$ cat src/rtl/spi_device_core.sv
// SPI device (slave) endpoint: register-bus front end, oversampled SPI pins,
// single-character TX/RX holding registers, sticky error flags and level interrupt.
module spi_device_core #(
    parameter int MAX_CHAR    = 32,
    parameter int SYNC_STAGES = 2
) (
    input  logic        clk_i,
    input  logic        rst_i,
    input  logic [7:0]  addr_i,
    input  logic [31:0] wdata_i,
    output logic [31:0] rdata_o,
    input  logic [3:0]  be_i,
    input  logic        we_i,
    input  logic        re_i,
    output logic        error_o,
    output logic        intr_o,
    input  logic        ss_ni,
    input  logic        sclk_i,
    input  logic        sd_i,
    output logic        sd_o,
    output logic        sd_oe_o
);
    localparam int CW = $clog2(MAX_CHAR + 1);

    typedef enum logic {IDLE, ACTIVE} state_e;

    typedef struct packed {
        logic       ie;
        logic       lsb;
        logic       tx_neg;
        logic       rx_neg;
        logic       en;
        logic [4:0] char_len;
    } ctrl_t;

    state_e                state_q, state_d;
    ctrl_t                 ctrl_q, ctrl_d;
    logic [31:0]           rx_q, rx_d;
    logic [MAX_CHAR-1:0]   tx_hold_q, tx_hold_d;
    logic [MAX_CHAR-1:0]   tx_shift_q, tx_shift_d;
    logic [MAX_CHAR-1:0]   rx_shift_q, rx_shift_d;
    logic [CW-1:0]         cnt_q, cnt_d;
    logic                  rx_valid_q, rx_valid_d;
    logic                  tx_empty_q, tx_empty_d;
    logic                  overrun_q, overrun_d;
    logic                  underrun_q, underrun_d;
    logic                  pend_load_q, pend_load_d;
    logic [31:0]           rdata_q, rdata_d;
    logic                  intr_q, intr_d;
    logic [SYNC_STAGES:0]  ss_sync_q;
    logic [SYNC_STAGES:0]  sclk_sync_q;
    logic [SYNC_STAGES-1:0] sd_sync_q;

    logic                ss_active, ss_fall, sclk_rise, sclk_fall, sd_s;
    logic                sample_edge, shift_edge, busy;
    logic [CW-1:0]       char_len_eff, cnt_inc;
    logic [2:0]          reg_sel;
    logic                rx_rd, char_done;
    logic [MAX_CHAR-1:0] rx_next, rx_char;
    logic                unused_addr;

    // Edges come from the last synchronized stage versus one further delayed copy.
    assign ss_active   = ~ss_sync_q[SYNC_STAGES-1];
    assign ss_fall     = ~ss_sync_q[SYNC_STAGES-1] & ss_sync_q[SYNC_STAGES];
    assign sclk_rise   = sclk_sync_q[SYNC_STAGES-1] & ~sclk_sync_q[SYNC_STAGES];
    assign sclk_fall   = ~sclk_sync_q[SYNC_STAGES-1] & sclk_sync_q[SYNC_STAGES];
    assign sd_s        = sd_sync_q[SYNC_STAGES-1];
    assign sample_edge = ctrl_q.rx_neg ? sclk_fall : sclk_rise;
    assign shift_edge  = ctrl_q.tx_neg ? sclk_fall : sclk_rise;
    assign busy        = ss_active & ctrl_q.en;

    assign char_len_eff = (ctrl_q.char_len == 5'd0) ? CW'(MAX_CHAR) : CW'(ctrl_q.char_len);
    assign cnt_inc      = cnt_q + CW'(1);

    assign reg_sel     = addr_i[4:2];
    assign error_o     = (we_i | re_i) & reg_sel[2];
    assign unused_addr = ^{addr_i[7:5], addr_i[1:0]};
    assign rx_rd       = re_i && (reg_sel == 3'd0);

    // MSB-first characters are left-aligned so the outgoing bit is always the top bit.
    function automatic logic [MAX_CHAR-1:0] tx_load(input logic [MAX_CHAR-1:0] hold,
                                                    input logic empty, input logic lsb,
                                                    input logic [CW-1:0] len);
        if (empty) return '0;
        if (lsb) return hold;
        return hold << (CW'(MAX_CHAR) - len);
    endfunction

    always_comb begin
        // NOTE: every next-state signal gets a default first so no path infers a latch.
        state_d     = state_q;
        ctrl_d      = ctrl_q;
        rx_d        = rx_q;
        tx_hold_d   = tx_hold_q;
        tx_shift_d  = tx_shift_q;
        rx_shift_d  = rx_shift_q;
        cnt_d       = cnt_q;
        rx_valid_d  = rx_valid_q;
        tx_empty_d  = tx_empty_q;
        overrun_d   = overrun_q;
        underrun_d  = underrun_q;
        pend_load_d = pend_load_q;
        rdata_d     = rdata_q;
        char_done   = 1'b0;
        rx_next     = ctrl_q.lsb ? {sd_s, rx_shift_q[MAX_CHAR-1:1]}
                                 : {rx_shift_q[MAX_CHAR-2:0], sd_s};
        rx_char     = ctrl_q.lsb ? (rx_next >> (CW'(MAX_CHAR) - char_len_eff)) : rx_next;

        // Clears are applied before the sets below so a coincident set wins.
        if (rx_rd) rx_valid_d = 1'b0;
        if (we_i && reg_sel == 3'd3 && be_i[0]) begin
            if (wdata_i[2]) overrun_d  = 1'b0;
            if (wdata_i[3]) underrun_d = 1'b0;
        end
        if (we_i && reg_sel == 3'd2 && !busy) begin
            if (be_i[0]) ctrl_d.char_len = wdata_i[4:0];
            if (be_i[1]) begin
                ctrl_d.en     = wdata_i[8];
                ctrl_d.rx_neg = wdata_i[9];
                ctrl_d.tx_neg = wdata_i[10];
                ctrl_d.lsb    = wdata_i[11];
                ctrl_d.ie     = wdata_i[12];
            end
        end

        case (state_q)
            IDLE: begin
                if (ss_fall && ctrl_q.en) begin
                    state_d     = ACTIVE;
                    tx_shift_d  = tx_load(tx_hold_q, tx_empty_q, ctrl_q.lsb, char_len_eff);
                    tx_empty_d  = 1'b1;
                    if (tx_empty_q) underrun_d = 1'b1;
                    cnt_d       = '0;
                    rx_shift_d  = '0;
                    pend_load_d = 1'b0;
                end
            end
            ACTIVE: begin
                if (!ss_active) begin
                    state_d     = IDLE;
                    cnt_d       = '0;
                    rx_shift_d  = '0;
                    pend_load_d = 1'b0;
                end else begin
                    if (sample_edge) begin
                        if (cnt_inc == char_len_eff) begin
                            char_done   = 1'b1;
                            cnt_d       = '0;
                            rx_shift_d  = '0;
                            pend_load_d = 1'b1;
                        end else begin
                            cnt_d      = cnt_inc;
                            rx_shift_d = rx_next;
                        end
                    end
                    if (shift_edge) begin
                        if (pend_load_q) begin
                            tx_shift_d  = tx_load(tx_hold_q, tx_empty_q, ctrl_q.lsb, char_len_eff);
                            tx_empty_d  = 1'b1;
                            if (tx_empty_q) underrun_d = 1'b1;
                            pend_load_d = 1'b0;
                        end else begin
                            tx_shift_d = ctrl_q.lsb ? (tx_shift_q >> 1) : (tx_shift_q << 1);
                        end
                    end
                end
            end
            default: state_d = IDLE;
        endcase

        if (char_done) begin
            if (rx_valid_q && !rx_rd) begin
                overrun_d = 1'b1;
            end else begin
                rx_d       = 32'(rx_char);
                rx_valid_d = 1'b1;
            end
        end

        // A TX write after a reload in the same cycle still lands in the holding register.
        if (we_i && reg_sel == 3'd1 && (|be_i) && tx_empty_q) begin
            tx_hold_d  = wdata_i[MAX_CHAR-1:0];
            tx_empty_d = 1'b0;
        end

        if (re_i) begin
            case (reg_sel)
                3'd0:    rdata_d = rx_q;
                3'd2:    rdata_d = {19'b0, ctrl_q.ie, ctrl_q.lsb, ctrl_q.tx_neg, ctrl_q.rx_neg,
                                    ctrl_q.en, 3'b0, ctrl_q.char_len};
                3'd3:    rdata_d = {27'b0, busy, underrun_q, overrun_q, tx_empty_q, rx_valid_q};
                default: rdata_d = '0;
            endcase
        end

        intr_d = ctrl_q.ie & (rx_valid_q | overrun_q | underrun_q);
    end

    // NOTE: sequential state uses non-blocking assignments so every flop samples pre-edge values.
    always_ff @(posedge clk_i) begin
        if (rst_i) begin
            state_q     <= IDLE;
            ctrl_q      <= '0;
            rx_q        <= '0;
            tx_hold_q   <= '0;
            tx_shift_q  <= '0;
            rx_shift_q  <= '0;
            cnt_q       <= '0;
            rx_valid_q  <= 1'b0;
            tx_empty_q  <= 1'b1;
            overrun_q   <= 1'b0;
            underrun_q  <= 1'b0;
            pend_load_q <= 1'b0;
            rdata_q     <= '0;
            intr_q      <= 1'b0;
            ss_sync_q   <= '1;
            sclk_sync_q <= '0;
            sd_sync_q   <= '0;
        end else begin
            state_q     <= state_d;
            ctrl_q      <= ctrl_d;
            rx_q        <= rx_d;
            tx_hold_q   <= tx_hold_d;
            tx_shift_q  <= tx_shift_d;
            rx_shift_q  <= rx_shift_d;
            cnt_q       <= cnt_d;
            rx_valid_q  <= rx_valid_d;
            tx_empty_q  <= tx_empty_d;
            overrun_q   <= overrun_d;
            underrun_q  <= underrun_d;
            pend_load_q <= pend_load_d;
            rdata_q     <= rdata_d;
            intr_q      <= intr_d;
            ss_sync_q   <= {ss_sync_q[SYNC_STAGES-1:0], ss_ni};
            sclk_sync_q <= {sclk_sync_q[SYNC_STAGES-1:0], sclk_i};
            sd_sync_q   <= {sd_sync_q[SYNC_STAGES-2:0], sd_i};
        end
    end

    assign rdata_o = rdata_q;
    assign intr_o  = intr_q;
    assign sd_oe_o = (state_q == ACTIVE);
    assign sd_o    = sd_oe_o & (ctrl_q.lsb ? tx_shift_q[0] : tx_shift_q[MAX_CHAR-1]);

endmodule

$ cat config.mk
export PLATFORM = sky130hd
export DESIGN_NAME = spi_device_core
export DESIGN_NICKNAME = d
export VERILOG_FILES = /design/src/rtl/spi_device_core.sv
export SDC_FILE = /design/constraint.sdc
export NUM_CORES = 1
export LEC_CHECK = 0
export ABC_CLOCK_PERIOD_IN_PS = 3400
export CAP_MARGIN = 10
export CORE_MARGIN = 8
export CORE_UTILIZATION = 40
export CTS_CLUSTER_DIAMETER = 100
export DETAILED_ROUTE_END_ITERATION = 16
export GPL_ROUTABILITY_DRIVEN = 0
export PLACE_DENSITY_LB_ADDON = 0.1
export RECOVER_POWER = 100
export SETUP_SLACK_MARGIN = 0.1
export SLEW_MARGIN = 20
export SYNTH_ARGS = -nofsm -noshare
export SYNTH_HDL_FRONTEND = slang
export SYNTH_SLANG_ARGS = --single-unit
$ cat constraint.sdc
create_clock -name clk_i -period 3.4 [get_ports clk_i]
set_clock_uncertainty 0.1 [all_clocks]
set_input_delay 0.34 -clock clk_i [delete_from_list [all_inputs] [get_ports clk_i]]
set_output_delay 0.34 -clock clk_i [all_outputs]
set_load 0.05 [all_outputs]
Yosys cells after proc, flatten, opt, wreduce, memory -nomap -nowiden
Index checks and enable logic that the tools add are counted.
Cells by class
  bitwise operators: 15
  eq/ne operators: 12
  reductions and logical operators: 21
  $add $sub $neg: 2
  shift-type cells: 2
  multiplexer cells: 80
Operators by type and width (number)
  $mux 32: 17
  $pmux 32 s2: 2
  $pmux 32 s3: 1
  $mux 1: 50
  $shl 32x6->32: 1
  $shr 32x6->32: 1
  $mux 6: 5
  $pmux 6 s2: 1
  $logic_and 1x1->1: 10
  $ne 3x1->1 const B: 3
  $pmux 1 s2: 4
  $reduce_and 2->1: 4
  $and 1x1->1: 7
  $add 6x1->6 const B: 1
  $eq 3x2->1 const B: 2
  $eq 6x6->1: 1
  $sub 6x6->6 const A: 1
  $logic_not 5->1: 1
  $not 1->1: 5
  $ne 2x2->1 const B: 2
  $reduce_and 4->1: 1
  $reduce_or 4->1: 1
  $eq 3x1->1 const B: 1
  $logic_not 3->1: 1
  6 further kinds: 9
Storage, ports and cells
  word-level logic and storage cells: 154
  input bits: 51
  output and inout bits: 36
  register bits after elaboration: 191

Longest topological paths before layout
Gate-level depths: netlist of the first run.
  depth in word-level cells: 17
  mapped depth: 13
  mapped depth without buffers: 9

Least setup slack after synthesis of the first run
No wires, ideal clock.
  path type: register to register
  start point: reg ctrl_q[0] (netlist bit)
  end point: reg tx_shift_q[26]
  arrival time: 2930 ps
  path slack: 255 ps
  library setup time: 115 ps
  required time: 3185 ps
  buffers on the path: 3
  stages on the path, launching flop included: 12
  clock period less this slack: 3145 ps
  path through: dfxtp_1 inv_1 clkbuf_1 ha_1 or4b_4 nand2_4 buf_12 buf_12 mux4_2 a221oi_2 o311ai_1 and3_1
On the way
  word-level cells in the longest chain between the ends: 10
  elaborated cells on any way between the ends: 13
  those cells by class: 1 x add/sub; 1 x shift; 10 x mux; 1 x reduce/logical
Ends and longest elaborated chain
  start: declaration: line 37  | ctrl_t ctrl_q, ctrl_d;
  start signal: assignment: line 221  | ctrl_q <= ctrl_d;
  $logic_not 5->1: line 72  | assign char_len_eff = (ctrl_q.char_len == 5'd0) ? CW'(MAX_CHAR) : CW'(ctrl_q.char_len);
  $mux 6 *: line 72
  $sub 6x6->6 *: line 86  | return hold << (CW'(MAX_CHAR) - len);
  $shl 32x6->32 *: line 86
  $mux 32: line 86
  $mux 32: line 85  | if (lsb) return hold;
  $mux 32: line 157  | if (pend_load_q) begin
  $mux 32: line 156  | if (shift_edge) begin
  $mux 32: line 139  | if (!ss_active) begin
  $pmux 32 s2 *: line 126  | case (state_q)
  end signal: assignment: line 224  | tx_shift_q <= tx_shift_d;
  end: declaration: line 40  | logic [MAX_CHAR-1:0] tx_shift_q, tx_shift_d;
Mark *: on every way between the ends. The rest lies on a longest branch, timed or not. The select of a mux whose other input is x is not followed.
A chain may end at the register's enable or synchronous reset.

Worst setup path after layout of the first run
  start point: reg ctrl_q[1] (netlist bit)
  end point: reg tx_shift_q[5]
The elaborated chain is that of the path after synthesis.

==> results_dict.tcl, run 1 <==
set metrics [dict create \
    grt_antenna_before_repair 0 \
    cp_data_arrival_time_ns 3.39 \
    synth.lib_cells_used.distinct 86 \
    reg2regPathDepth 10 \
    synth.avg_cell_area_sq_um 8.392 \
    numCtsBuffers 17 \
    post-route-period-util 0.9533 \
    worst_path_max_delay_cell "mux4_2" \
    ys_seq_area_frac 0.3110 \
    yosysWarnings 0 \
    worst-path-max-fanout 8 \
    cts-resized-gates 0 \
    grt_max_degree 68 \
    cts.path.max_buffers 2 \
    rsz_0062_raised_after_global_routing "true" \
    std_cell_rows 64 \
    cts_root_buffer "clkbuf_16" \
    boundary_pin_count 87 \
    tightestPinTransition_ns 1.916 \
    critical_path_buf_inv_count 2 \
    area_growth_pct 16.02 \
    grt_overflow_total 0 \
    final_layout_size_suffix_gt1_frac 0.1402 \
    place.detailed.hpwl_mm 30.67 \
    final_setup_viols 0 \
    final_period_minus_worst_setup_slack_ns 3.241 \
    floorplan.die_area_sq_um 36600 \
    run_status "complete, but fails checks" \
    tritoncts_num_sinks 191 \
    power_density_nw_per_um2 335.2 \
    totalNegativeSetupSlack_ns 0 \
    synth.ff_latch_count 191 \
    synth_async_sr_flop_share 0 \
    drcViolationCount 0 \
    layoutNonFillerInstCount 1922 \
    n_antenna_cell 0 \
    number_of_gates_on_the_worst_path_with_buffers_counted 10 \
    cap_violations 2 \
    grt_usage 0.2320 \
    drt.antenna.violating_nets 0 \
    design.final.nets 1567 \
    total_routed_wirelength_mm 42.61 \
    max_clock_freq_mhz 308.5 \
    die-height_um 191.3 \
    drt_first_pass_iters 6 \
    critPathLaunchType "register" \
    syn-num-nets 1519 \
    fp.dieW_um 191.3 \
    cts-hold-fix-buffers 0 \
    drt-wirelength-per-cell_um 22.17 \
    post_synth_inst_count 1465 \
    cp_top_family "multiplexers" \
    cts_setup_buffers 0 \
    min-delay-path-class "reg2reg" \
    setup.worst_path.end_class "register" \
    cts.reportedPaths.clkPinSlew_ns 0.08 \
    port_buffers 81 \
    min_delay_path_depth 1 \
    timing.hold.worst.start "ss_sync_q[0]" \
    worstSetupPathType "reg2reg" \
    worstSkewPairLatency_ns 0.46 \
    setup.worst_path.start "ctrl_q[1]" \
    worst_path_largest_cell_delay_ns 0.59 \
    peakVddDrop_mv 0.3538 \
    first_iter_violations 1410 \
    syn-cell-area_sq_um 12290 \
    failed_checks "max-capacitance violations, max-slew violations" \
    placedCellCount 1890 \
    worst_ep_required_time_ns 3.55 \
    route.vias.total 11970 \
    synth-edff-count 0 \
    yosys_most_used_dff "dfxtp_1" \
    global_route_wire_length_before_repair_mm 66.92 \
    finalMaxSlewViolations 75 \
    timing.max_slew.rel_slack -0.2772 \
    number_of_global_route_vias_before_repair 11270 \
    power.static_leakage_nw 5.138 \
    placeableCoreArea_sq_um 30430 \
    initial_cell_density_of_the_core 0.4040 \
    crit-reg2reg-launch "ctrl_q[1]" \
    drt-vias-per-instance 6.226 \
    tritoncts_clock_tree "built" \
    worstPathCellList "inv_1, ha_1, or4b_4, nand2_8, clkbuf_1, mux4_2, mux2i_2, nor2_1, a2111oi_0, nor4_1" \
    hold_violations 0 \
    cts_h_tree_depth 4 \
]
[Yosys cell counts, types with 9 or more instances]
| library cell | number | area, sq um |
|---|---|---|
| nand2_1 | 210 | 788.3 |
| dfxtp_1 | 191 | 3824 |
| nor2_1 | 166 | 623.1 |
| a21oi_1 | 98 | 490.5 |
| clkbuf_1 | 82 | 307.8 |
| mux2i_1 | 74 | 740.7 |
| a22oi_1 | 63 | 473.0 |
| mux4_2 | 49 | 1104 |
| o21ai_0 | 49 | 245.2 |
| nor3_1 | 46 | 230.2 |
| nand3_1 | 29 | 145.1 |
| buf_2 | 27 | 135.1 |
| mux2_2 | 27 | 304.0 |
| a31oi_1 | 24 | 150.1 |
| nor2b_1 | 23 | 143.9 |
| a211oi_1 | 17 | 127.6 |
| a311oi_1 | 16 | 140.1 |
| nand2b_1 | 16 | 100.1 |
| nor4_1 | 16 | 100.1 |
| nand4_1 | 15 | 93.84 |
| a221oi_1 | 14 | 122.6 |
| a21o_1 | 11 | 82.58 |
| a22o_1 | 11 | 96.34 |
| buf_1 | 11 | 41.29 |
| o211ai_1 | 11 | 82.58 |
| and2_1 | 10 | 62.56 |
| inv_1 | 10 | 37.54 |
| a2bb2oi_1 | 9 | 78.83 |
| or3_1 | 9 | 56.30 |
[layout make-up]
class / instances / area, sq um
repair buffers: 160 / 1431
fillers: 3034 / 16170
well taps: 396 / 495.5
multi-input cells: 1131 / 7856
clock buffers: 18 / 439.2
clock inverters: 14 / 168.9
inverters: 12 / 45.04
flip-flops and latches: 191 / 3827
[power by group]
part	switching [mW]	internal, mW	leakage (nW)
clock	1.00	1.13	0.297
sequential	0.0229	2.25	1.54
combinational	0.232	0.144	3.30
total	1.26	3.53	5.14
[logic make-up (layout without fill, tap and decap cells)]
kind of cell | Yosys count | after routing | synth area share
AND/OR/NAND/NOR | 573 | 573 | 0.2133
AO/OA/AOI/OAI | 390 | 390 | 0.2210
buffers and inverters | 143 | 204 | 0.05506
adder cells (fa/ha/maj) | 3 | 3 | 0.003053
multiplexers | 158 | 158 | 0.1915
XOR/XNOR | 7 | 7 | 0.004987
flip-flops | 191 | 191 | 0.3110
[metrics by stage]
step                      setup slack (ns)  area (sq um)  hold WS (ns)  power [mW]  utilization
after floorplan                     0.2549         12290        0.2895       2.537            -
after global placement              0.1806         13690        0.2991       2.701       0.4500
after detailed placement            0.1612         13700        0.3103       2.700       0.4503
after CTS                           0.1544         14310        0.2056       4.824       0.4703
after global routing               0.05207         14260        0.3269       4.932       0.4688
final                               0.1587         14260        0.3220       4.782       0.4688
[sequential cells by signal, indices dropped and copies added, names as in the netlist, 2 cells and up]
name	count
rdata_o	32
rx_q	32
rx_shift_q	32
tx_hold_q	32
tx_shift_q	32
ctrl_q	10
cnt_q	6
sclk_sync_q	3
ss_sync_q	3
sd_sync_q	2
[metal layers]
layer  GRT usage  part of all wire  wire (um)  vias to the layer above
met5           0                 0          0                        -
met4     0.07874             0.022        954                        0
met3     0.04834             0.091       3884                       48
met2      0.3228              0.41      17470                      569
met1      0.3470              0.48      20300                     5784
li1            -                 -          -                     5566
[path summary, 6_finish.rpt]
| kind | to | slack, ns |
|---|---|---|
| hold reg to reg | ss_sync_q[1] | 0.32 |
| setup / recovery | tx_shift_q[5] | 0.16 |
| hold / removal | ss_sync_q[1] | 0.32 |
| setup reg to reg | tx_shift_q[5] | 0.16 |
[layout by cell type, fill, tap and decap left out, types with 13 or more instances in the layout]
| master | instances |
|---|---|
| a211oi_1 | 18 |
| a21oi_1 | 98 |
| a221oi_1 | 15 |
| a22oi_1 | 63 |
| a311oi_1 | 16 |
| a31oi_1 | 24 |
| buf_4 | 58 |
| clkbuf_16 | 17 |
| clkdlybuf4s50_1 | 42 |
| dfxtp_1 | 190 |
| dlygate4sd3_1 | 38 |
| mux2_2 | 24 |
| mux2i_1 | 73 |
| mux4_2 | 49 |
| nand2_1 | 210 |
| nand2b_1 | 16 |
| nand3_1 | 29 |
| nand4_1 | 15 |
| nor2_1 | 164 |
| nor2b_1 | 21 |
| nor3_1 | 45 |
| nor4_1 | 13 |
| o21ai_0 | 51 |
Power figures use the tool's default switching activity.
==> run 2, diff against run 1 <==
REMOVE_ABC_BUFFERS = 1   (was not set)
TNS_END_PERCENT = 10   (was not set)
==> run 2 against run 1 <==
  * Register-to-register slack about the same
  * Maximum frequency grew 0.14%
  * Clock power is 7% lower
  * Worst hold slack worse by 0.16 ns
  * Critical endpoint is now tx_shift_q[29]
  * Highest routed layer unchanged
  * First-iteration DRC count shrank 14%
  * Non-clock buffer count up 4
  * The flow now finishes without violations
  * Clock-buffer cell count rose by 3
  * Via count is 1.1% lower
  * Die area is the same
  * Sequential share of layout area hardly changed
  * Core utilization is 0.070 points lower
==> results_dict.tcl, run 2 (synthesis results as in run 1) <==
set metrics [dict create \
    design.final.nets 1571 \
    drt-vias-per-instance 6.148 \
    number_of_global_route_vias_before_repair 11140 \
    initial_cell_density_of_the_core 0.4040 \
    worstPathCellList "inv_1, ha_1, or4b_4, nand2_4, buf_4, mux4_2, mux2i_1, clkbuf_1, mux2i_1, a21oi_1, o21ai_0" \
    worst-path-max-fanout 13 \
    detailroute.wirelength.met3_mm 3.841 \
    power_density_nw_per_um2 325.2 \
    totalNegativeSetupSlack_ns 0 \
    min-delay-path-class "in2reg" \
    drcViolationCount 0 \
    final_setup_viols 0 \
    setup.worst_path.end_class "register" \
    floorplan.die_area_sq_um 36600 \
    critPathLaunchType "register" \
    design_power_total_mw 4.632 \
    hold_violations 0 \
    first_iter_violations 1218 \
    boundary_pin_count 87 \
    drt-met1-wl_mm 20.14 \
    numCtsBuffers 17 \
    worstSkewPairLatency_ns 0.46 \
    grt_max_degree 66 \
    cts.path.max_buffers 2 \
    tritoncts_num_sinks 191 \
    std_cell_rows 64 \
    worst_ep_required_time_ns 3.65 \
    rsz_0062_raised_after_global_routing "true" \
    place.detailed.hpwl_mm 30.84 \
    num-fill-cells 3040 \
    critical_path_buf_inv_count 3 \
    post-route-period-util 0.9519 \
    finalMaxSlewViolations 0 \
    grt_overflow_total 0 \
    timing.hold.worst.start "rst_i" \
    port_buffers 81 \
    placeableCoreArea_sq_um 30430 \
    area_growth_pct 15.85 \
    cp_data_arrival_time_ns 3.48 \
    drt_first_pass_iters 6 \
    run_status "complete, no violations" \
    timing.critical_path.mode_cell "mux2i_1" \
    max_clock_freq_mhz 309.0 \
    final_layout_size_suffix_gt1_frac 0.1405 \
    cts_root_buffer "clkbuf_16" \
    finalWorstSetupSlack_ns 0.1634 \
    grt_antenna_before_repair 0 \
    topRoutingLayerUsed "met4" \
    route.vias.total 11840 \
    tightestPinTransition_ns 1.405 \
    grt_usage 0.2321 \
    total_routed_wirelength_mm 42.70 \
    final_period_minus_worst_setup_slack_ns 3.237 \
    setup.worst_path.start "ctrl_q[1]" \
    cts_h_tree_depth 4 \
    timing.max_slew.rel_slack 0.06359 \
    cap_violations 0 \
    fp.dieW_um 191.3 \
    drt-wirelength-per-cell_um 22.17 \
    layout.cells.most_common "nand2_1" \
    crit-reg2reg-launch "ctrl_q[1]" \
    global_route_wire_length_before_repair_mm 67.07 \
    peakVddDrop_mv 0.3343 \
    cp_top_family "multiplexers" \
    worstSetupPathType "reg2reg" \
    power.static_leakage_nw 5.168 \
    n_antenna_cell 0 \
    worst_slack_placed_ns 0.1220 \
    cts.reportedPaths.clkPinSlew_ns 0.07 \
    routed-wl-met2_mm 17.97 \
    die-height_um 191.3 \
    worst_path_max_delay_cell "mux4_2" \
    fin_hold_ws_ns 0.1642 \
    worst_path_largest_cell_delay_ns 0.55 \
    drt.antenna.violating_nets 0 \
    tritoncts_clock_tree "built" \
    layout_common_cells "nand2_1, dfxtp_1, nor2_1" \
]
[run 2: cell count changes in the layout (fill, tap and decap cells not counted), sizes merged]
cell           previous run  this run
buf                      66        67
clkdlybuf4s50            42        43
clkinv                    4         6
dlygate4sd3              38        37
inv                      19        14
clkinvlp                  1         2
clkbuf                   32        38
bufinv                    2         1
[run 2: timing repair]
item | CTS | global route
hold buffers | 0 | 0
setup endpoints to repair | 1 | 29
gates resized for setup | 0 | 6
setup buffers | 1 | 0
[run 2: worst paths after layout]
path	depth (start not counted)	to	slack (ns)
worst min register to register	1	ss_sync_q[1]	0.31
worst min-delay path	2	tx_hold_q[23]	0.16
worst max-delay path	11	tx_shift_q[29]	0.16
worst max register to register	11	tx_shift_q[29]	0.16
[run 2: report_power, final]
group | total [mW] | switching [mW] | internal [mW]
Sequential | 2.27 | 0.0233 | 2.25
Clock | 1.98 | 0.941 | 1.04
Combinational | 0.381 | 0.231 | 0.150
[run 2: layer usage]
| layer | track usage | up-vias |
|---|---|---|
| li1 | - | 5568 |
| met1 | 0.3462 | 5652 |
| met2 | 0.3298 | 570 |
| met3 | 0.04889 | 51 |
| met4 | 0.06542 | 0 |
| met5 | 0 | - |
[run 2: final cells by class]
class | instances | area (sq um) | share of cell area
sequential | 191 | 3827 | 0.2687
inverter | 12 | 45.04 | 0.003163
clock buffer | 21 | 450.4 | 0.03163
clock inverter | 11 | 107.6 | 0.007555
tap | 396 | 495.5 | 0.03479
timing repair buffer | 164 | 1480 | 0.1039
multi-input combinational | 1131 | 7836 | 0.5502
[run 2: through the flow]
stage,instance area (sq um),instances,utilization
after floorplan,11660,1334,-
after global placement,13720,1893,0.4508
after detailed placement,13720,1893,0.4508
after CTS,14300,1926,0.4698
after global routing,14240,1926,0.4681
final,14240,1926,0.4681
